===== config.mk =====
export PLATFORM = sky130hd
export DESIGN_NAME = drive_sequencer
export DESIGN_NICKNAME = d
export VERILOG_FILES = /design/src/rtl/drive_pkg.sv /design/src/rtl/drive_pwm.sv /design/src/rtl/drive_sequencer.sv
export SDC_FILE = /design/constraint.sdc
export NUM_CORES = 1
export LEC_CHECK = 0
export CAP_MARGIN = 15
export CORE_MARGIN = 3
export CORE_UTILIZATION = 30
export DETAILED_ROUTE_END_ITERATION = 12
export PLACE_DENSITY_LB_ADDON = 0.12
export SLEW_MARGIN = 40
export SYNTH_ARGS = -nofsm -noshare
export SYNTH_HDL_FRONTEND = slang
export SYNTH_SLANG_ARGS = --single-unit

===== constraint.sdc =====
create_clock -name clk -period 2.3 [get_ports clk]
set_clock_uncertainty 0.2 [all_clocks]
set_input_delay 0.345 -clock clk [delete_from_list [all_inputs] [get_ports clk]]
set_output_delay 0.345 -clock clk [all_outputs]
set_load 0.03 [all_outputs]

===== src/rtl/drive_pkg.sv =====
// drive_pkg: command op codes, sequencer states, bridge direction encoding and op decode
package drive_pkg;

    localparam logic [2:0] OP_STOP  = 3'd0;
    localparam logic [2:0] OP_FWD   = 3'd1;
    localparam logic [2:0] OP_BKWD  = 3'd2;
    localparam logic [2:0] OP_LEFT  = 3'd3;
    localparam logic [2:0] OP_RIGHT = 3'd4;

    typedef enum logic [1:0] {IDLE, RUN, DEAD, FAULT} state_t;

    // Bit 1 drives IN1/IN3, bit 0 drives IN2/IN4
    typedef enum logic [1:0] {COAST = 2'b00, REV = 2'b01, FWD = 2'b10} dir_t;

    typedef struct packed {
        dir_t a;
        dir_t b;
    } dirs_t;

    // Reserved op codes 5-7 behave as STOP
    function automatic logic [2:0] norm_op(input logic [2:0] op);
        return (op > OP_RIGHT) ? OP_STOP : op;
    endfunction

    function automatic dirs_t op_dir(input logic [2:0] op);
        dirs_t d;
        d.a = (op == OP_FWD || op == OP_RIGHT) ? FWD : (op == OP_BKWD || op == OP_LEFT) ? REV : COAST;
        d.b = (op == OP_FWD || op == OP_LEFT) ? FWD : (op == OP_BKWD || op == OP_RIGHT) ? REV : COAST;
        return d;
    endfunction

endpackage


===== src/rtl/drive_pwm.sv =====
// drive_pwm: free-running PWM carrier with one duty comparator per track
module drive_pwm #(
    parameter int DUTY_W = 8
) (
    input  logic              clk,
    input  logic              rst,
    input  logic [DUTY_W-1:0] duty_a,
    input  logic [DUTY_W-1:0] duty_b,
    output logic              EnableA,
    output logic              EnableB
);

    logic [DUTY_W-1:0] pwm_cnt;

    // carrier counter, wraps naturally after 2^DUTY_W-1
    always_ff @(posedge clk or posedge rst) begin
        if (rst)
            pwm_cnt <= '0;
        else
            pwm_cnt <= pwm_cnt + 1'b1;
    end

    assign EnableA = pwm_cnt < duty_a;
    assign EnableB = pwm_cnt < duty_b;

endmodule


===== src/rtl/drive_sequencer.sv =====
// drive_sequencer: command-level H-bridge controller with dead-time and overcurrent retry.
// Define DRIVE_RAMP_EN to slew duty toward the target one LSB every RAMP_DIV cycles.
module drive_sequencer
    import drive_pkg::*;
#(
    parameter int DUTY_W       = 8,
    parameter int DEAD_CYCLES  = 1000,
    parameter int RETRY_CYCLES = 100000,
    parameter int RAMP_DIV     = 256
) (
    input  logic              clk,
    input  logic              rst,
    input  logic              cmd_valid,
    output logic              cmd_ready,
    input  logic [2:0]        cmd_op,
    input  logic [DUTY_W-1:0] cmd_duty,
    input  logic              DisableA,
    input  logic              DisableB,
    output logic              IN1,
    output logic              IN2,
    output logic              IN3,
    output logic              IN4,
    output logic              EnableA,
    output logic              EnableB,
    output logic              fault_a,
    output logic              fault_b,
    output logic              busy
);

    localparam int MAXC = (DEAD_CYCLES > RETRY_CYCLES) ? DEAD_CYCLES : RETRY_CYCLES;
    localparam int CW   = $clog2(MAXC) + 1;

    state_t            state, state_n;
    logic [CW-1:0]     cnt, cnt_n;
    logic [2:0]        op, op_n, pend, pend_n, cmd;
    logic [DUTY_W-1:0] target, target_n, duty_cur, duty_n;
    logic              fa_n, fb_n, busy_n, oc_a, oc_b, accept;
    logic [3:0]        in_q, in_n;
    logic [1:0]        sync_a, sync_b;
    dirs_t             dirs;

    // two-flop synchronizers for the asynchronous overcurrent flags
    always_ff @(posedge clk or posedge rst) begin
        if (rst) begin
            sync_a <= '0;
            sync_b <= '0;
        end else begin
            sync_a <= {sync_a[0], DisableA};
            sync_b <= {sync_b[0], DisableB};
        end
    end

    assign oc_a      = sync_a[1];
    assign oc_b      = sync_b[1];
    assign cmd       = norm_op(cmd_op);
    assign cmd_ready = (state == IDLE || state == RUN) && !oc_a && !oc_b && !rst;
    assign accept    = cmd_valid && cmd_ready;

    // state register plus the registered bridge, busy and fault outputs
    always_ff @(posedge clk or posedge rst) begin
        if (rst) begin
            state    <= IDLE;
            cnt      <= '0;
            op       <= OP_STOP;
            pend     <= OP_STOP;
            target   <= '0;
            duty_cur <= '0;
            fault_a  <= 1'b0;
            fault_b  <= 1'b0;
            in_q     <= '0;
            busy     <= 1'b0;
        end else begin
            state    <= state_n;
            cnt      <= cnt_n;
            op       <= op_n;
            pend     <= pend_n;
            target   <= target_n;
            duty_cur <= duty_n;
            fault_a  <= fa_n;
            fault_b  <= fb_n;
            in_q     <= in_n;
            busy     <= busy_n;
        end
    end

    // next state: overcurrent outranks both command acceptance and dead-time expiry
    always_comb begin
        state_n  = state;
        cnt_n    = cnt;
        op_n     = op;
        pend_n   = pend;
        target_n = target;
        fa_n     = fault_a;
        fb_n     = fault_b;
        if (oc_a || oc_b) begin
            target_n = '0;
            op_n     = OP_STOP;
            if (state != FAULT) begin
                state_n = FAULT;
                cnt_n   = CW'(RETRY_CYCLES - 1);
                fa_n    = oc_a;
                fb_n    = oc_b;
            end else begin
                fa_n = fault_a | oc_a;
                fb_n = fault_b | oc_b;
                if (cnt != '0)
                    cnt_n = cnt - 1'b1;
            end
        end else begin
            case (state)
                IDLE, RUN: begin
                    if (accept) begin
                        fa_n     = 1'b0;
                        fb_n     = 1'b0;
                        target_n = (cmd == OP_STOP) ? '0 : cmd_duty;
                        if (state == IDLE) begin
                            state_n = (cmd == OP_STOP) ? IDLE : RUN;
                            op_n    = cmd;
                        end else if (cmd != op) begin
                            state_n = DEAD;
                            pend_n  = cmd;
                            cnt_n   = CW'(DEAD_CYCLES - 1);
                        end
                    end
                end
                DEAD: begin
                    if (cnt == '0) begin
                        state_n = (pend == OP_STOP) ? IDLE : RUN;
                        op_n    = pend;
                    end else begin
                        cnt_n = cnt - 1'b1;
                    end
                end
                default: begin
                    if (cnt == '0)
                        state_n = IDLE;
                    else
                        cnt_n = cnt - 1'b1;
                end
            endcase
        end
    end

    // outputs decoded from the next state so they register alongside it
    always_comb begin
        dirs   = op_dir(op_n);
        in_n   = (state_n == RUN) ? {dirs.a, dirs.b} : 4'b0000;
        busy_n = (state_n == DEAD) || (state_n == FAULT);
    end

`ifdef DRIVE_RAMP_EN
    localparam int RW = $clog2(RAMP_DIV) + 1;

    logic [RW-1:0] ramp_cnt, ramp_n;
    logic          tick;

    assign tick = ramp_cnt == RW'(RAMP_DIV - 1);

    // slew duty one LSB per RAMP_DIV cycles while running, restarting from 0 on RUN entry
    always_comb begin
        ramp_n = (state == RUN && state_n == RUN && !tick) ? ramp_cnt + 1'b1 : '0;
        duty_n = duty_cur;
        if (state != RUN || state_n != RUN)
            duty_n = '0;
        else if (tick && duty_cur < target_n)
            duty_n = duty_cur + 1'b1;
        else if (tick && duty_cur > target_n)
            duty_n = duty_cur - 1'b1;
    end

    // ramp step divider
    always_ff @(posedge clk or posedge rst) begin
        if (rst)
            ramp_cnt <= '0;
        else
            ramp_cnt <= ramp_n;
    end
`else
    assign duty_n = (state_n == RUN) ? target_n : '0;
`endif

    assign {IN1, IN2, IN3, IN4} = in_q;

    drive_pwm #(.DUTY_W(DUTY_W)) u_pwm (
        .clk     (clk),
        .rst     (rst),
        .duty_a  (duty_cur),
        .duty_b  (duty_cur),
        .EnableA (EnableA),
        .EnableB (EnableB)
    );

endmodule


# After elaboration in Yosys (flattened, before gate mapping)
# Index checks and enable logic that the tools add are counted.
# W data, S select, Z words.
dict set report word_totals {
  output_inout_bits 10
  memories 0
  in_bits 16
  romBits 0
  latchBits 0
  elab_cells 102
  ramBits 0
  ff_bits 61
}
dict set report classes {
  div_mod_pow 0
  reduce_logical 25
  eq_ne 16
  muxes 40
  n_addsub 2
  n_mul 0
  shift 0
  bitwise 4
  order_cmp 2
}
# operator n
set op_table {}
lappend op_table {{$mux W18} 8}
lappend op_table {{$mux W8} 5}
lappend op_table {{$logic_not A18 Y1} 1}
lappend op_table {{$mux W2} 9}
lappend op_table {{$reduce_bool A18 Y1} 1}
lappend op_table {{$sub A18 B1 Y18 const B} 1}
lappend op_table {{$mux W3} 5}
lappend op_table {{$mux W1} 10}
lappend op_table {{$reduce_and A5 Y1} 2}
lappend op_table {{$ne A3 B3 Y1 const B} 3}
lappend op_table {{$add A8 B1 Y8 const B} 1}
lappend op_table {{$lt A8 B8 Y1} 1}
lappend op_table {{$logic_or A1 B1 Y1} 7}
lappend op_table {{$eq A2 B2 Y1 const B} 3}
lappend op_table {{$eq A3 B2 Y1 const B} 2}
lappend op_table {{$logic_not A3 Y1} 2}
lappend op_table {{$pmux W3 S2} 1}
lappend op_table {{$eq A2 B1 Y1 const B} 2}
lappend op_table {{$logic_and A1 B1 Y1} 4}
lappend op_table {{$mux W4} 1}
lappend op_table {{$pmux W2 S2} 1}
lappend op_table {{$reduce_bool A2 Y1} 2}
lappend op_table {{$eq A3 B1 Y1 const B} 1}
lappend op_table {{$eq A3 B3 Y1 const B} 1}
lappend op_table {{other kinds (11)} 15}

# Longest topological paths before layout
dict set report logic_depth {
  word_depth 14
  mapped_depth 9
  ltp_nobuf 8
}

# By module
# A second synthesis with hierarchy kept.
dict set report unflattened {
  cells_unflattened 338
  hier_area_um2 3422.0
}
# mod area_each_um2 cells_per_inst instances seq_area_each_um2
set modules_own_cells {}
lappend modules_own_cells {drive_sequencer 2747.6 260 1 1326.3}
lappend modules_own_cells {drive_pwm 674.4 78 1 200.2}

# Worst setup path before layout
# No wires, ideal clock.
dict set report synth_timing {
  kind {flip-flop to output port}
  start {register u_pwm.pwm_cnt[1]}
  end {output port EnableB}
  arrival_time_ns 2.131
  t_required_ns 1.755
  n_path_buf 1
  path_stages_with_launch 8
  slack_ns -0.376
  cell_sequence {dfrtp_1 -> ha_1 -> a21o_1 -> a21o_1 -> a211oi_1 -> o21bai_1 -> a31oi_1 -> buf_4}
}
dict set report synth_between {
  elab_chain_cells 1
}
# item line
set synth_lines {}
lappend synth_lines {{start, declared} drive_pwm.sv:13} ;# logic [DUTY_W-1:0] pwm_cnt;
lappend synth_lines {{start signal, assigned} drive_pwm.sv:20} ;# pwm_cnt <= pwm_cnt + 1'b1;
lappend synth_lines {{$lt A8 B8 Y1} --}
lappend synth_lines {{end, declared} drive_sequencer.sv:24} ;# output logic EnableB,
# Every way passes these cells.

# Worst setup path in the final report
dict set report layout_timing {
  start {register duty_cur[1]}
  end {output port EnableB}
}
dict set report layout_between {
  elab_chain_cells 1
}
# item line
set layout_lines {}
lappend layout_lines {{start, declared} drive_sequencer.sv:36} ;# logic [DUTY_W-1:0] target, target_n, duty_cur, duty_n;
lappend layout_lines {{start signal, assigned} drive_sequencer.sv:78} ;# duty_cur <= duty_n;
lappend layout_lines {{$lt A8 B8 Y1} drive_pwm.sv:24} ;# assign EnableB = pwm_cnt < duty_b;
# Every way passes these cells.

==> metrics.txt <==
sequential share of the synthesized area 49.5%; antenna cell count 0; per-cell via count in the routed design 4.93; cell repeated most along the worst path sky130_fd_sc_hd__a21o_1; remaining max-slew budget at the tightest pin 55.3%; sort of element at the end of the critical path primary output; FF+latch count, synth 61; Num Clock Sinks 61; vias after detailed routing 2628; Yosys warning total 0; pre-CTS WS -0.453 ns; DRC viols 0; number of placement rows 36; global-route wire length before repair 13300 µm; total gr overflow 0; final setup violation count 4; I/O pin cnt 26; vias in the first global route 2521; Horiz. Die Dim 107 µm; kind of critical path reg2out; CP max stage cell sky130_fd_sc_hd__dfrtp_1; port bufs 25; largest fanout of any net on the critical path 2; final worst setup slack -0.238 ns; clock-pin slew on the worst setup and hold paths 0.07 ns; total placed cells including tap cells 508; predominant post-synthesis flop cell sky130_fd_sc_hd__dfrtp_1; Post-DP HPWL 5730 µm; worst path bufs/invs 2; initial antenna violation count 0; outcome complete, but fails checks; pin count of the biggest net entering global routing 30; clock tree from TritonCTS done; Achievable Freq 0.394 GHz; crit path cell chain inv_1, ha_1, a21o_1, a21o_1, a211oi_2, o21bai_2, a31oi_4, buf_6; Final Wtd Congestion 0.802; RSZ-0062 raised after global routing true; Largest stage delay, worst path 0.33 ns; TritonCTS Buffers 9; final count of hold timing violations 0; total standard cell area after synthesis 3080 µm²; type of the most critical hold path reg2reg; end-of-flow core utilization 43.7%; CP Data Required Time 1.75 ns; worst IR drop on VDD 315 µV; cell at the root of the clock tree sky130_fd_sc_hd__clkbuf_8; Bufs on Longest Clock Path 2; Top Family by Delay on Critical Path compound AO/OA/AOI/OAI gates; net count after synthesis 337; area growth from synthesis to final layout 39.6%; Die Y 107 µm; Routed Wire Length 8070 µm; fin crit share 110%; actual slew at the worst max-slew pin 0.668 ns; initial standard-cell utilization of the core 31.3%; GR Util All Layers 14.9%; Antenna Violating Nets Remaining 0; arrival time at the worst endpoint 1.99 ns; die outline area 11500 µm²; shortest clock period the worst path allows after layout 2.54 ns; number of non-filler instances in the completed layout 533; Core Footprint 9860 µm²; CTS HTree Levels 3; number of hold buffers added after CTS 0; number of flops mapped to enable cells by yosys 0; worst slack on hold paths 0.152 ns; clock insertion delay at the later pin of the skew report 0.34 ns; static leakage 1.83 nW; layout cells sized above 1 29.8%; count of nets after finishing 420; cells after synthesis 312; number of slew-limit violations in the final report 0; total design power 0.00215 W; first-pass detailed-route iteration total 4; share of async-settable or async-resettable flops after synthesis 100%; DRC marker count from the first detailed-route iteration 137; synthesized area per cell 9.89 µm²; total power per unit cell area 500 nW/µm²; synth unique cells 47; max-capacitance violation count 0; violated checks setup timing; critical path launch point type flip-flop; wire per inst 15.1 µm
repair_timing:
item	in CTS	in global routing
buffers inserted	3	6
gates resized for setup	8	33
setup endpoints to repair	16	32
pin swaps	4	9
per-layer routing:
layer  track usage (%)  routed length [µm]  vias to the layer above
met2              20.8                3550                       53
met1              22.3                4090                     1261
met3              3.90                 332                        8
met5                 0                   0                        -
met4              4.51                  93                        0
li1                  -                   -                     1306
worst register-to-register path, stage by stage (launching register included):
cell                       delay (ns)
sky130_fd_sc_hd__dfrtp_1         0.41
sky130_fd_sc_hd__inv_2           0.07
sky130_fd_sc_hd__ha_4            0.12
sky130_fd_sc_hd__nor3b_4         0.16
sky130_fd_sc_hd__buf_4           0.13
sky130_fd_sc_hd__and4_4          0.25
sky130_fd_sc_hd__nand2_2         0.05
sky130_fd_sc_hd__a2111o_1        0.49
sky130_fd_sc_hd__or2_1           0.25
sky130_fd_sc_hd__nor2_1          0.10
placed cells by master, fill, tap and decap left out, types with 4 or more instances in the layout:
cell type,n
sky130_fd_sc_hd__buf_6,7
sky130_fd_sc_hd__o31ai_1,4
sky130_fd_sc_hd__buf_4,50
sky130_fd_sc_hd__buf_12,4
sky130_fd_sc_hd__inv_1,17
sky130_fd_sc_hd__xor2_1,5
sky130_fd_sc_hd__nor2b_1,9
sky130_fd_sc_hd__o21ai_1,7
sky130_fd_sc_hd__a22o_1,9
sky130_fd_sc_hd__a31oi_1,8
sky130_fd_sc_hd__dfrtp_1,59
sky130_fd_sc_hd__a21o_1,5
sky130_fd_sc_hd__o21ai_0,22
sky130_fd_sc_hd__a21oi_1,6
sky130_fd_sc_hd__clkbuf_8,10
sky130_fd_sc_hd__ha_1,8
sky130_fd_sc_hd__nand3_1,17
sky130_fd_sc_hd__and4_1,4
sky130_fd_sc_hd__clkdlybuf4s50_1,21
sky130_fd_sc_hd__nor3_1,4
sky130_fd_sc_hd__and2_1,5
sky130_fd_sc_hd__nor2_1,16
sky130_fd_sc_hd__xnor2_1,5
sky130_fd_sc_hd__nand4_1,4
sky130_fd_sc_hd__nand2_1,28
synthesized netlist by cell type (2+ instances only):
master,count,area [µm²]
sky130_fd_sc_hd__nand2_1,31,116
sky130_fd_sc_hd__or2_2,2,12.5
sky130_fd_sc_hd__ha_1,9,113
sky130_fd_sc_hd__nor4_1,2,12.5
sky130_fd_sc_hd__nand4_1,4,25.0
sky130_fd_sc_hd__o21ai_0,27,135
sky130_fd_sc_hd__a31oi_1,9,56.3
sky130_fd_sc_hd__xor2_1,5,43.8
sky130_fd_sc_hd__o21bai_1,2,15.0
sky130_fd_sc_hd__a21o_1,5,37.5
sky130_fd_sc_hd__nor3_2,2,20.0
sky130_fd_sc_hd__a31o_2,3,26.3
sky130_fd_sc_hd__nor3b_2,2,25.0
sky130_fd_sc_hd__a32o_1,2,20.0
sky130_fd_sc_hd__dfrtp_1,61,1530
sky130_fd_sc_hd__buf_4,4,30.0
sky130_fd_sc_hd__and4b_1,2,20.0
sky130_fd_sc_hd__nor4_4,2,42.5
sky130_fd_sc_hd__o31ai_1,5,37.5
sky130_fd_sc_hd__inv_1,20,75.1
sky130_fd_sc_hd__nor3b_1,4,30.0
sky130_fd_sc_hd__and2_1,5,31.3
sky130_fd_sc_hd__nor2b_1,10,62.6
sky130_fd_sc_hd__a22o_1,9,78.8
sky130_fd_sc_hd__a21oi_1,8,40.0
sky130_fd_sc_hd__o21ai_1,2,10.0
sky130_fd_sc_hd__nand3_1,19,95.1
sky130_fd_sc_hd__a211oi_1,4,30.0
sky130_fd_sc_hd__xnor2_1,5,43.8
sky130_fd_sc_hd__nor2_1,16,60.1
sky130_fd_sc_hd__nor3_1,5,25.0
sky130_fd_sc_hd__clkbuf_1,6,22.5
sky130_fd_sc_hd__and4_1,5,43.8
sky130_fd_sc_hd__and3_1,2,12.5
power by group:
part | switching (W) | total (W) | internal [W]
logic | 0.0000510 | 0.0000992 | 0.0000482
clock network | 0.000443 | 0.000971 | 0.000528
registers | 0.00000515 | 0.00108 | 0.00108
cell families (layout without fill, tap and decap cells):
logic type	count (synthesis)	in the layout	synth area share, %
AO/OA/AOI/OAI	82	82	17.5
XOR/XNOR	10	10	2.84
adder cells (fa/ha/maj)	9	9	3.65
buffers and inverters	31	119	4.30
flip-flops	61	61	49.5
AND/OR/NAND/NOR	119	119	22.2
path summary, 6_finish.rpt:
| kind | to | cells after the start | slack, ns | start |
|---|---|---|---|---|
| max | EnableB | 8 | -0.24 | duty_cur[1] |
| min | sync_b[1] | 0 | 0.15 | sync_b[0] |
| max reg2reg | in_q[1] | 9 | -0.02 | cnt[0] |
| min reg2reg | sync_b[1] | 0 | 0.15 | sync_b[0] |
| max in group asynchronous | sync_b[1] | 4 | 1.06 | rst |
| min in group asynchronous | op[2] | 3 | 0.35 | rst |
flip-flops by register name, summed over array words and instances (netlist names):
| signal | cells |
|---|---|
| pend | 3 |
| u_pwm.pwm_cnt | 8 |
| fault_b | 1 |
| busy | 1 |
| sync_a | 2 |
| target | 8 |
| state | 2 |
| fault_a | 1 |
| sync_b | 2 |
| duty_cur | 8 |
| in_q | 4 |
| op | 3 |
| cnt | 18 |
layout make-up:
cell class | instances | area [µm²]
Inverter | 20 | 75.1
Clock inverter | 6 | 61.3
Multi-Input combinational cell | 220 | 1580
Tap cell | 133 | 166
Clock buffer | 10 | 138
Timing Repair Buffer | 83 | 757
Sequential cell | 61 | 1530
Fill cell | 953 | 5560
stage by stage:
step / setup TNS (ns) / cell area [µm²]
6_report: -0.491 / 4310
5_1_grt: -1.64 / 4310
4_1_cts: -0.531 / 4150
3_5_place_dp: -11.13 / 3870
3_3_place_gp: -11.46 / 3870
2_1_floorplan: -0.519 / 3130
Note: power is estimated with default switching activity, not from simulation.
==> RTL edit: new RTL, same settings <==
Add a define of `DRIVE_RAMP_EN`.
--- a/src/rtl/drive_sequencer.sv
+++ b/src/rtl/drive_sequencer.sv
@@ -1,4 +1,6 @@
 // drive_sequencer: command-level H-bridge controller with dead-time and overcurrent retry.
 // Define DRIVE_RAMP_EN to slew duty toward the target one LSB every RAMP_DIV cycles.
+`define DRIVE_RAMP_EN
+
 module drive_sequencer
     import drive_pkg::*;
Behaviour: not the same (Yosys sat finds a counterexample within 4 cycles, from zero or initial values and one cycle with rst high).
==> RTL edit against the original RTL <==
- the run still ends with negative setup slack left
- setup slack got worse by 1.5 ns
- area after synthesis rose by 31%
- critical path depth rose by 9
- first-iteration DRC count rose by 5.1%
- sequential cell count rose by 9
- die area rose by 29%
- total power rose by 81%
- wire length rose by 32%
- clock power rose by 77%
- final area rose by 44%
==> RTL edit: results <==
set metrics [dict create \
    power.leakage_uw 0.00282 \
    drive_above_1_share_pct 38.6 \
    worstReg2RegStart "state[1]" \
    r2r_end "duty_cur[7]" \
    track_usage_pct 15.4 \
    setup_ws_ns -1.76 \
    syn-num-nets 468 \
    worstPathMaxFanout 8 \
    setup_viol 35 \
    cts_root_buffer "clkbuf_16" \
    grt_pass1_wl_mm 18.0 \
    place_ws_ns -2.22 \
    dp_cells 715 \
    place.gp.congestion 0.823 \
    ys_types 62 \
    nNetsFinal 610 \
    wl_mm 10.6 \
    dp_hpwl_mm 7.89 \
    critical_path_arrival_ns 4.08 \
    grt_pass1_vias 3749 \
    syn_avg_cell_area_um2 9.50 \
    outcome "finished with violations" \
    worst_pin_slew_ns 0.558 \
    violations "negative setup slack" \
    fillers 1221 \
    vias 3589 \
    drt_iter0_markers 144 \
    critical-path-slowest-cell "or3_4" \
    synthTopCellsByArea "dfrtp_1 (43%), ha_1 (7.7%), nor2_1 (3.6%), inv_1 (3.1%), o21ai_0 (2.8%)" \
]
RTL edit: cell count changes in the layout (fill, tap and decap cells not counted), moves of 10 or more:
cell     before  now
buf_4        50  100
buf_6         7   18
dfrtp_1      59   70
ha_1          8   20
nand3_1      17    7
nor2_1       16   32
nor3_1        4   14
o21ai_0      22   11
o21ai_2       0   10
RTL edit: area by class of cell:
cell class	instances	area [um2]	area share, %
clock buffer	10	239	3.84
clock inverter	6	133	2.13
inverter	33	130	2.09
multi-input combinational	312	2540	40.8
sequential	70	1750	28.2
tap	172	215	3.46
timing repair buffer	142	1210	19.5
RTL edit: metal layers:
| metal | share of wire (%) | up-vias | routed length, um | global-route usage (%) |
|---|---|---|---|---|
| li1 | - | 1822 | - | - |
| met1 | 45 | 1726 | 4830 | 18.6 |
| met2 | 51 | 33 | 5430 | 27.5 |
| met3 | 2.7 | 8 | 284 | 3.81 |
| met4 | 1.0 | 0 | 108 | 4.13 |
| met5 | 0 | - | 0 | 0 |
RTL edit: cells by family after synthesis:
kind of cell	synth area share, %
AND/OR/NAND/NOR	19.8
adder cells (fa/ha/maj)	8.22
multiplexers	3.12
buffers and inverters	4.39
flip-flops	43.3
XOR/XNOR	4.33
AO/OA/AOI/OAI	16.9
RTL edit: repair_timing:
item                                   CTS  global route
buffers inserted                        11             8
pin swaps                               39            22
endpoints found under the hold margin    0             0
setup endpoints to repair               50            38
gates resized for setup                 62            35
gates cloned                             0             0
RTL edit: worst register-to-register path: cells and delay by family, from the launching register on:
family	cells	cell delay, ns
AND/OR/NAND/NOR	7	1.24
AO/OA/AOI/OAI	4	0.77
adder cells (fa/ha/maj)	2	0.55
multiplexers	2	0.53
flip-flops	1	0.37
buffers and inverters	2	0.27
RTL edit: how the worst max path moves through the flow:
stage	from	endpoint	slack (ns)	cells past startpoint
after floorplan	state[1]	duty_cur[7]	-1.94	18
after global placement	rst	duty_cur[7]	-2.14	18
after detailed placement	rst	duty_cur[7]	-2.22	18
after CTS	state[1]	duty_cur[7]	-1.77	17
after global routing	state[1]	duty_cur[7]	-2.01	17
final	state[1]	duty_cur[7]	-1.76	17
RTL edit: per-stage QoR:
stage	TNS, ns	instance area (um2)	utilization [%]
floorplan	-11.85	4220	-
global placement	-35.15	5400	41.8
detailed placement	-35.69	5400	41.8
CTS	-14.41	6060	46.8
global route	-18.22	6220	48.1
finish	-13.22	6220	48.1
RTL edit: where the power goes:
part	internal (uW)	switching (uW)	total, uW
sequential	1340	83.1	1420
clock	1200	521	1720
combinational	399	360	759
total	2930	965	3890
